$ cat config.mk
export PLATFORM = sky130hd
export DESIGN_NAME = pad_ctrl_bidir
export DESIGN_NICKNAME = d
export VERILOG_FILES = /design/src/rtl/pad_ctrl_bidir.sv
export SDC_FILE = /design/constraint.sdc
export NUM_CORES = 1
export LEC_CHECK = 0
export ABC_AREA = 1
export ABC_CLOCK_PERIOD_IN_PS = 4100
export CORE_ASPECT_RATIO = 0.7
export CORE_MARGIN = 4
export CORE_UTILIZATION = 25
export CTS_BUF_LIST = sky130_fd_sc_hd__clkbuf_4 sky130_fd_sc_hd__clkbuf_8
export DETAILED_ROUTE_END_ITERATION = 12
export PLACE_DENSITY = 0.46
export SLEW_MARGIN = 20
export SYNTH_ARGS = -nofsm -noshare
export SYNTH_HDL_FRONTEND = slang
export SYNTH_SLANG_ARGS = --single-unit
$ cat constraint.sdc
create_clock -name clk_i -period 4.1 [get_ports clk_i]
set_input_delay 1.23 -clock clk_i [delete_from_list [all_inputs] [get_ports clk_i]]
set_output_delay 1.23 -clock clk_i [all_outputs]
set_load 0.005 [all_outputs]
$ cat src/rtl/pad_ctrl_bidir.sv
// pad_ctrl_bidir: core-side controller for a bank of bidirectional pads.
// Each pad gets a direction FSM (IN/SETUP/OUT/TURN) for safe turnaround,
// open-drain emulation, a 2-FF input synchronizer, a programmable glitch
// filter and rise/fall event pulses. Pads are fully independent.
// Ports:
//   clk_i, rst_ni       clock, asynchronous active-low reset
//   cfg_dir_i           1 = output, 0 = input (per pad)
//   cfg_out_i           output data value (per pad)
//   cfg_od_i            1 = open-drain, drive low only (per pad)
//   cfg_filt_en_i       1 = glitch filter enabled (per pad)
//   cfg_filt_cycles_i   stable cycles required by the filter (shared, 0 acts as 1)
//   pad_in_i            raw asynchronous pad input
//   pad_oen_o           active-low output enable (1 = high-Z)
//   pad_out_o           output data to the pad
//   in_sync_o           synchronized pad input
//   in_filt_o           filtered pad input
//   rise_o / fall_o     one-cycle pulses on in_filt_o edges
module pad_ctrl_bidir #(
  parameter int unsigned NUM_PADS    = 8,
  parameter int unsigned CNT_W       = 8,
  parameter int unsigned TURN_CYCLES = 2
) (
  input  logic                clk_i,
  input  logic                rst_ni,
  input  logic [NUM_PADS-1:0] cfg_dir_i,
  input  logic [NUM_PADS-1:0] cfg_out_i,
  input  logic [NUM_PADS-1:0] cfg_od_i,
  input  logic [NUM_PADS-1:0] cfg_filt_en_i,
  input  logic [CNT_W-1:0]    cfg_filt_cycles_i,
  input  logic [NUM_PADS-1:0] pad_in_i,
  output logic [NUM_PADS-1:0] pad_oen_o,
  output logic [NUM_PADS-1:0] pad_out_o,
  output logic [NUM_PADS-1:0] in_sync_o,
  output logic [NUM_PADS-1:0] in_filt_o,
  output logic [NUM_PADS-1:0] rise_o,
  output logic [NUM_PADS-1:0] fall_o
);

  localparam int unsigned TURN_W = (TURN_CYCLES > 1) ? $clog2(TURN_CYCLES) : 1;

  typedef enum logic [1:0] {
    ST_IN    = 2'd0,
    ST_SETUP = 2'd1,
    ST_OUT   = 2'd2,
    ST_TURN  = 2'd3
  } state_t;

  // Shared filter threshold; a programmed 0 behaves like 1.
  logic [CNT_W-1:0] filt_thr;
  assign filt_thr = (cfg_filt_cycles_i == '0) ? CNT_W'(1) : cfg_filt_cycles_i;

  for (genvar g = 0; g < NUM_PADS; g++) begin : g_pad
    state_t            state_q;
    state_t            state_d;
    logic              oen_q;
    logic              out_q;
    logic              sync1_q;
    logic              sync_q;
    logic              filt_q;
    logic              filt_prev_q;
    logic              rise_q;
    logic              fall_q;
    logic [CNT_W-1:0]  cnt_q;
    logic [CNT_W-1:0]  cnt_inc;
    logic [TURN_W-1:0] turn_q;
    logic              drive_val;
    logic              drive_oen;
    logic              edge_ok;

    // Open-drain drives a constant 0 and expresses data through the enable.
    assign drive_val = cfg_od_i[g] ? 1'b0 : cfg_out_i[g];
    assign drive_oen = cfg_od_i[g] ? cfg_out_i[g] : 1'b0;
    assign cnt_inc   = (cnt_q == {CNT_W{1'b1}}) ? cnt_q : cnt_q + CNT_W'(1);
    assign edge_ok   = (state_q == ST_IN) || (state_q == ST_OUT);

    // Direction next-state.
    always_comb begin
      state_d = state_q;
      unique case (state_q)
        ST_IN:    if (cfg_dir_i[g]) state_d = ST_SETUP;
        ST_SETUP: state_d = cfg_dir_i[g] ? ST_OUT : ST_IN;
        ST_OUT:   if (!cfg_dir_i[g]) state_d = ST_TURN;
        ST_TURN: begin
          if (cfg_dir_i[g])        state_d = ST_SETUP;
          else if (turn_q == '0)   state_d = ST_IN;
        end
        default:  state_d = ST_IN;
      endcase
    end

    // State, registered pad drive, synchronizer, filter and edge pulses.
    always_ff @(posedge clk_i or negedge rst_ni) begin
      if (!rst_ni) begin
        state_q     <= ST_IN;
        oen_q       <= 1'b1;
        out_q       <= 1'b0;
        sync1_q     <= 1'b0;
        sync_q      <= 1'b0;
        filt_q      <= 1'b0;
        filt_prev_q <= 1'b0;
        rise_q      <= 1'b0;
        fall_q      <= 1'b0;
        cnt_q       <= '0;
        turn_q      <= '0;
      end else begin
        state_q <= state_d;
        sync1_q <= pad_in_i[g];
        sync_q  <= sync1_q;

        // Drive values track the state being entered so they change with it.
        unique case (state_d)
          ST_SETUP: begin oen_q <= 1'b1;      out_q <= drive_val; end
          ST_OUT:   begin oen_q <= drive_oen; out_q <= drive_val; end
          default:  begin oen_q <= 1'b1;      out_q <= 1'b0;      end
        endcase

        if (state_d == ST_TURN && state_q != ST_TURN) begin
          turn_q <= TURN_W'(TURN_CYCLES - 1);
        end else if (state_q == ST_TURN && turn_q != '0) begin
          turn_q <= turn_q - TURN_W'(1);
        end

        filt_prev_q <= filt_q;
        if (state_q == ST_TURN) begin
          // Filter frozen while turning; on exit resync without an edge pulse.
          cnt_q <= '0;
          if (state_d != ST_TURN) begin
            filt_q      <= sync_q;
            filt_prev_q <= sync_q;
          end
        end else if (!cfg_filt_en_i[g]) begin
          filt_q <= sync_q;
          cnt_q  <= '0;
        end else if (sync_q == filt_q) begin
          cnt_q <= '0;
        end else if (cnt_inc >= filt_thr) begin
          filt_q <= sync_q;
          cnt_q  <= '0;
        end else begin
          cnt_q <= cnt_inc;
        end

        rise_q <= edge_ok &  filt_q & ~filt_prev_q;
        fall_q <= edge_ok & ~filt_q &  filt_prev_q;
      end
    end

    assign pad_oen_o[g] = oen_q;
    assign pad_out_o[g] = out_q;
    assign in_sync_o[g] = sync_q;
    assign in_filt_o[g] = filt_q;
    assign rise_o[g]    = rise_q;
    assign fall_o[g]    = fall_q;
  end

endmodule

Yosys cells after proc, flatten, opt, wreduce, memory -nomap -nowiden
Cells that the tools add are included.
{"block": "classes", "addsub": 16, "n_lt_le_gt_ge": 8, "n_eq_ne": 96, "n_mux": 185, "n_bitwise": 48, "n_reduce_logical": 57}
{"op": "$mux 8", "count": 41}
{"op": "$mux 1", "count": 96}
{"op": "$mux 2", "count": 40}
{"op": "$add 8x1->8 const B", "count": 8}
{"op": "$eq 2x2->1 const B", "count": 32}
{"op": "$eq 8x8->1 const B", "count": 8}
{"op": "$ge 8x8->1", "count": 8}
{"op": "$pmux 2 s4", "count": 8}
{"op": "$and 1x1->1", "count": 32}
{"op": "$eq 2x1->1 const B", "count": 16}
{"op": "$ne 2x2->1 const B", "count": 16}
{"op": "$ne 3x1->1 const B", "count": 8}
{"op": "$ne 3x3->1 const B", "count": 8}
{"op": "$logic_and 1x1->1", "count": 16}
{"op": "$logic_not 2->1", "count": 8}
{"op": "$not 1->1", "count": 16}
{"op": "$reduce_and 2->1", "count": 8}
{"op": "$reduce_bool 2->1", "count": 8}
{"op": "$reduce_or 2->1", "count": 8}
{"op": "$eq 1x1->1", "count": 8}
{"op": "$logic_not 8->1", "count": 1}
{"op": "$logic_or 1x1->1", "count": 8}
{"op": "$sub 1x1->1 const B", "count": 8}
{"block": "totals", "register_bits": 152, "in_bits": 50, "output_inout_bits": 48}

Logic depth before layout (Yosys ltp)
{"block": "depth", "depth_word": 7, "depth_mapped": 19, "ltp_nobuf": 19}

Worst setup path before layout
OpenSTA, ideal clock, no wires.
{"block": "synth_timing", "path_kind": "input -> register", "start": "input cfg_filt_cycles_i[2]", "end": "register g_pad[6].cnt_q[6]", "arrival_time_ns": 2.971, "setup_slack_ns": 1.058, "path_stages": 13, "cell_sequence": "buf_4 > nor4_1 > a41o_1 > ha_1 > o21ai_0 > nand3_1 > nand2_1 > inv_1 > nand2_1 > nand2_2 > a21boi_1 > nand2_1 > nor2_1"}
{"block": "synth_via", "elab_chain_len": 7}
{"element": "start, declared", "line_no": "29", "rtl": "input logic [CNT_W-1:0] cfg_filt_cycles_i,"}
{"element": "$logic_not 8->1", "line_no": "50", "rtl": "assign filt_thr = (cfg_filt_cycles_i == '0) ? CNT_W'(1) : cfg_filt_cycles_i;"}
{"element": "$mux 8 (*)", "line_no": "50"}
{"element": "$ge 8x8->1 (*)", "line_no": "136", "rtl": "end else if (cnt_inc >= filt_thr) begin"}
{"element": "$mux 8 (*)", "line_no": "136"}
{"element": "$mux 8 (*)", "line_no": "134", "rtl": "end else if (sync_q == filt_q) begin"}
{"element": "$mux 8 (*)", "line_no": "131", "rtl": "end else if (!cfg_filt_en_i[g]) begin"}
{"element": "$mux 8 (*)", "line_no": "124", "rtl": "if (state_q == ST_TURN) begin"}
{"element": "end signal, assigned", "line_no": "140", "rtl": "cnt_q <= cnt_inc;"}
{"element": "end, declared", "line_no": "63", "rtl": "logic [CNT_W-1:0] cnt_q;"}
Every way passes the cells marked *; elsewhere a longest branch is shown, timed or not.
A chain may end at the register's enable or synchronous reset.

Worst setup path after layout
{"block": "layout_timing", "start": "input cfg_filt_cycles_i[1]", "end": "register g_pad[6].cnt_q[4]"}
The elaborated chain is that of the path after synthesis.

==> key figures <==
Timing
  – Slew @ Worst Pin: ~650 ps
  – Crit share post-route: between 80% and 90%
  – Unrepaired setup endpoints after global routing: no
  – Layout Skew: roughly 13 ps
  – Setup TNS: 0 ps
  – Final Max Tran Viols: 0
  – WHS: around 350 ps
  – Final hold violation count: 0
  – Maximum clock frequency: 303 MHz
  – Final number of setup-violating endpoints: 0
  – Final worst setup slack: 795 ps
  – Max-slew headroom: between 50% and 60%
  – Crit path time final: around 3300 ps

Route
  – Iteration-0 DRC Markers: roughly 320
  – Met2 wire len: between 8000 and 9000 um
  – Final ANT Viol Nets: 0
  – Top sig layer: met4
  – Met3 Wirelength: 720 um
  – Average vias per placed instance: 4.08
  – Vias: ~7200
  – Detailed Route WL: between 15000 and 20000 um
  – WL met1: 10100 um
  – Drt first pass iters: 4
  – Wire per inst: 11.1 um
  – # DRC: 0

Clock tree
  – Number of CTS-inserted buffers: 17
  – Post-CTS Hold Buffers: 0
  – Number of H-tree levels: 4
  – Clk buf depth: 2
  – Root Driver: clkbuf_8
  – CTS tree: yes
  – Sink Count: between 150 and 200
  – Post-CTS Setup Repair Bufs: 0
  – Worst-skew pair later-pin latency: roughly 490 ps
  – Resized Gates After CTS: 0
  – Clock-pin slew on the worst setup and hold paths: roughly 90 ps

Global route
  – Total GRT Usage: about 10%
  – Largest net degree at the start of global routing: 65
  – Vias in the first global route: ~7000
  – Initial antenna violation count: 0
  – First-pass GRT wire length: 33500 um
  – Aggregate global routing overflow: 0

Floorplanning
  – # rows: roughly 60
  – IO Pins: between 90 and 100
  – Die width: 240 um
  – Die Y: 170 um
  – Die ar.: 40900 um^2
  – Core Area: between 30000 and 40000 um^2
  – Initial core utilization: 25.4%

Power
  – Power Density: around 470 nW/um^2
  – Leakage: about 0.0057 uW
  – VDD IR-drop max: about 200 uV
  – Pwr Total: approximately 5200 uW

Hold path
  – Hold WC Path Type: register to register
  – Worst Hold Launch: g_pad[7].sync1_q
  – Hold Crit Endpoint: g_pad[7].sync_q
  – Min-Delay Path Depth: 0

Worst setup path
  – Crit Path Max Fanout: 8
  – Worst endpoint required time: between 4000 and 5000 ps
  – Critical path's slowest cell: a41o_1
  – Crit path DAT: roughly 3700 ps
  – Delay-heaviest family, CP: simple AND/OR/NAND/NOR gates
  – Setup slack, reg-to-reg: around 1500 ps
  – Worst r2r src: g_pad[7].cnt_q[0]
  – CP endpoint kind: register
  – CP Cell Sequence: clkdlybuf4s50_1, nor4_1, a41o_1, ha_1, o21ai_0, nand3_1, nand2_1, inv_1, nand2_1, nand2_2, nand2_2, nand3_2, nor2_1
  – Buf/Inv on CP: 2
  – Worst setup path category: input pin to register
  – R2r endpoint: g_pad[7].cnt_q[3]
  – Worst reg2reg path depth: 13
  – Levels on crit path: 13
  – CP Launch Type: input pin
  – Max incr delay on CP: between 400 and 500 ps

Yosys
  – Synth Instances: 1196
  – Synth Area per Inst: a little under 8 um^2
  – Synth cell types: 39
  – Sequential cell area fraction in the yosys report: 40.5%
  – Yosys Warn Count: 0
  – Post-Synthesis Net Count: around 1300
  – Area of the mapped netlist: roughly 9400 um^2
  – Seq cells post-synth: between 150 and 200

Status
  – Status: completed

Layout
  – Number of fill cells in the layout: 3962
  – Antenna cells: 0
  – Synth-to-Final Area Change: 17.8%
  – Commonest non-fill, non-tap cells in the layout: 246 x nand2_1, 232 x inv_1, 156 x nor2_1, 144 x dfrtp_1, 96 x clkdlybuf4s50_1
  – Most common cell after layout, fill and taps aside: nand2_1
  – Design Area, Final: 11100 um^2
  – Fraction of layout instances using a drive strength above 1: around 8.2%
  – Nets: 1400

Place
  – I/O Buffers: just under 100
  – Post-DP HPWL: 14800 um
  – Pre-CTS setup slack: 277 ps
  – Dpl cell area: approximately 11000 um^2
  – RePlAce Congestion: roughly 0.74

Job
  – Max Cap Viol: 0
[report_power, final]
group          internal, uW  switching [uW]  leakage (uW)  total (uW)
logic                   864            1040       0.00352        1900
registers              1880             262       0.00197        2140
clock network           512             655      0.000194        1170
[cell usage after synthesis, drive strengths merged]
cell type    n  area [um^2]
a211oi       8         95.1
a21boi       1         7.51
a21o         1         7.51
a21oi       41          228
a31oi        2         12.5
a41o         1         10.0
and3         1         6.26
buf         49          368
clkinv       4         15.0
dfrtp      144         3600
dfstp        8          210
ha          80         1000
inv        233          875
nand2      265         1050
nand3       49          250
nand4        9          161
nor2       171          709
nor3        33          170
nor3b        5         37.5
nor4         1         6.26
o211ai       7         52.6
o21a         2         15.0
o21ai       45          225
o21bai       3         22.5
o31ai        5         37.5
or2          1         6.26
xnor2       20          175
xor2         7         61.3
[state kept, by name, summed over array words and instances (netlist names)]
name / cells
g_pad.sync1_q: 8
g_pad.state_q: 16
g_pad.filt_q: 8
g_pad.turn_q: 8
g_pad.out_q: 8
g_pad.cnt_q: 64
g_pad.rise_q: 8
g_pad.sync_q: 8
g_pad.filt_prev_q: 8
g_pad.oen_q: 8
g_pad.fall_q: 8
[worst max path at each step]
stage,slack (ps),endpoint,from
after floorplan,1060,g_pad[6].cnt_q[6],cfg_filt_cycles_i[2]
after global placement,250,g_pad[5].cnt_q[1],cfg_filt_cycles_i[1]
after detailed placement,280,g_pad[5].cnt_q[2],cfg_filt_cycles_i[1]
after CTS,810,g_pad[5].cnt_q[2],cfg_filt_cycles_i[1]
after global routing,540,g_pad[5].cnt_q[6],cfg_filt_cycles_i[1]
final,790,g_pad[6].cnt_q[4],cfg_filt_cycles_i[1]
[area by class of cell]
type,count,area [um^2],area share [%]
Inverter,237,890,8.02
Sequential cell,152,3810,34.4
Timing Repair Buffer,104,1050,9.46
Tap cell,488,611,5.50
Clock buffer,19,249,2.24
Clock inverter,13,136,1.23
Multi-Input combinational cell,758,4350,39.2
[through the flow]
stage	cells	utilization (%)
floorplan	1196	-
CTS	1771	29.9
global placement	1739	28.8
finish	1771	29.9
detailed placement	1739	28.8
global route	1771	29.9
[cells by family (layout without fill, tap and decap cells)]
| family | Yosys count | in the layout | synth area share, % |
|---|---|---|---|
| flops | 152 | 152 | 40.5 |
| compound gates | 116 | 116 | 7.57 |
| xor+xnor | 27 | 27 | 2.51 |
| fa+ha+maj | 80 | 80 | 10.6 |
| buf+inv | 286 | 373 | 13.4 |
| simple gates | 535 | 535 | 25.4 |
[layer usage]
layer	track usage [%]	vias up
met1	14.1	3321
met3	2.59	19
met5	0	-
met4	3.41	0
met2	15.4	75
li1	-	3811
No activity file was read; power rests on OpenSTA's default activity.
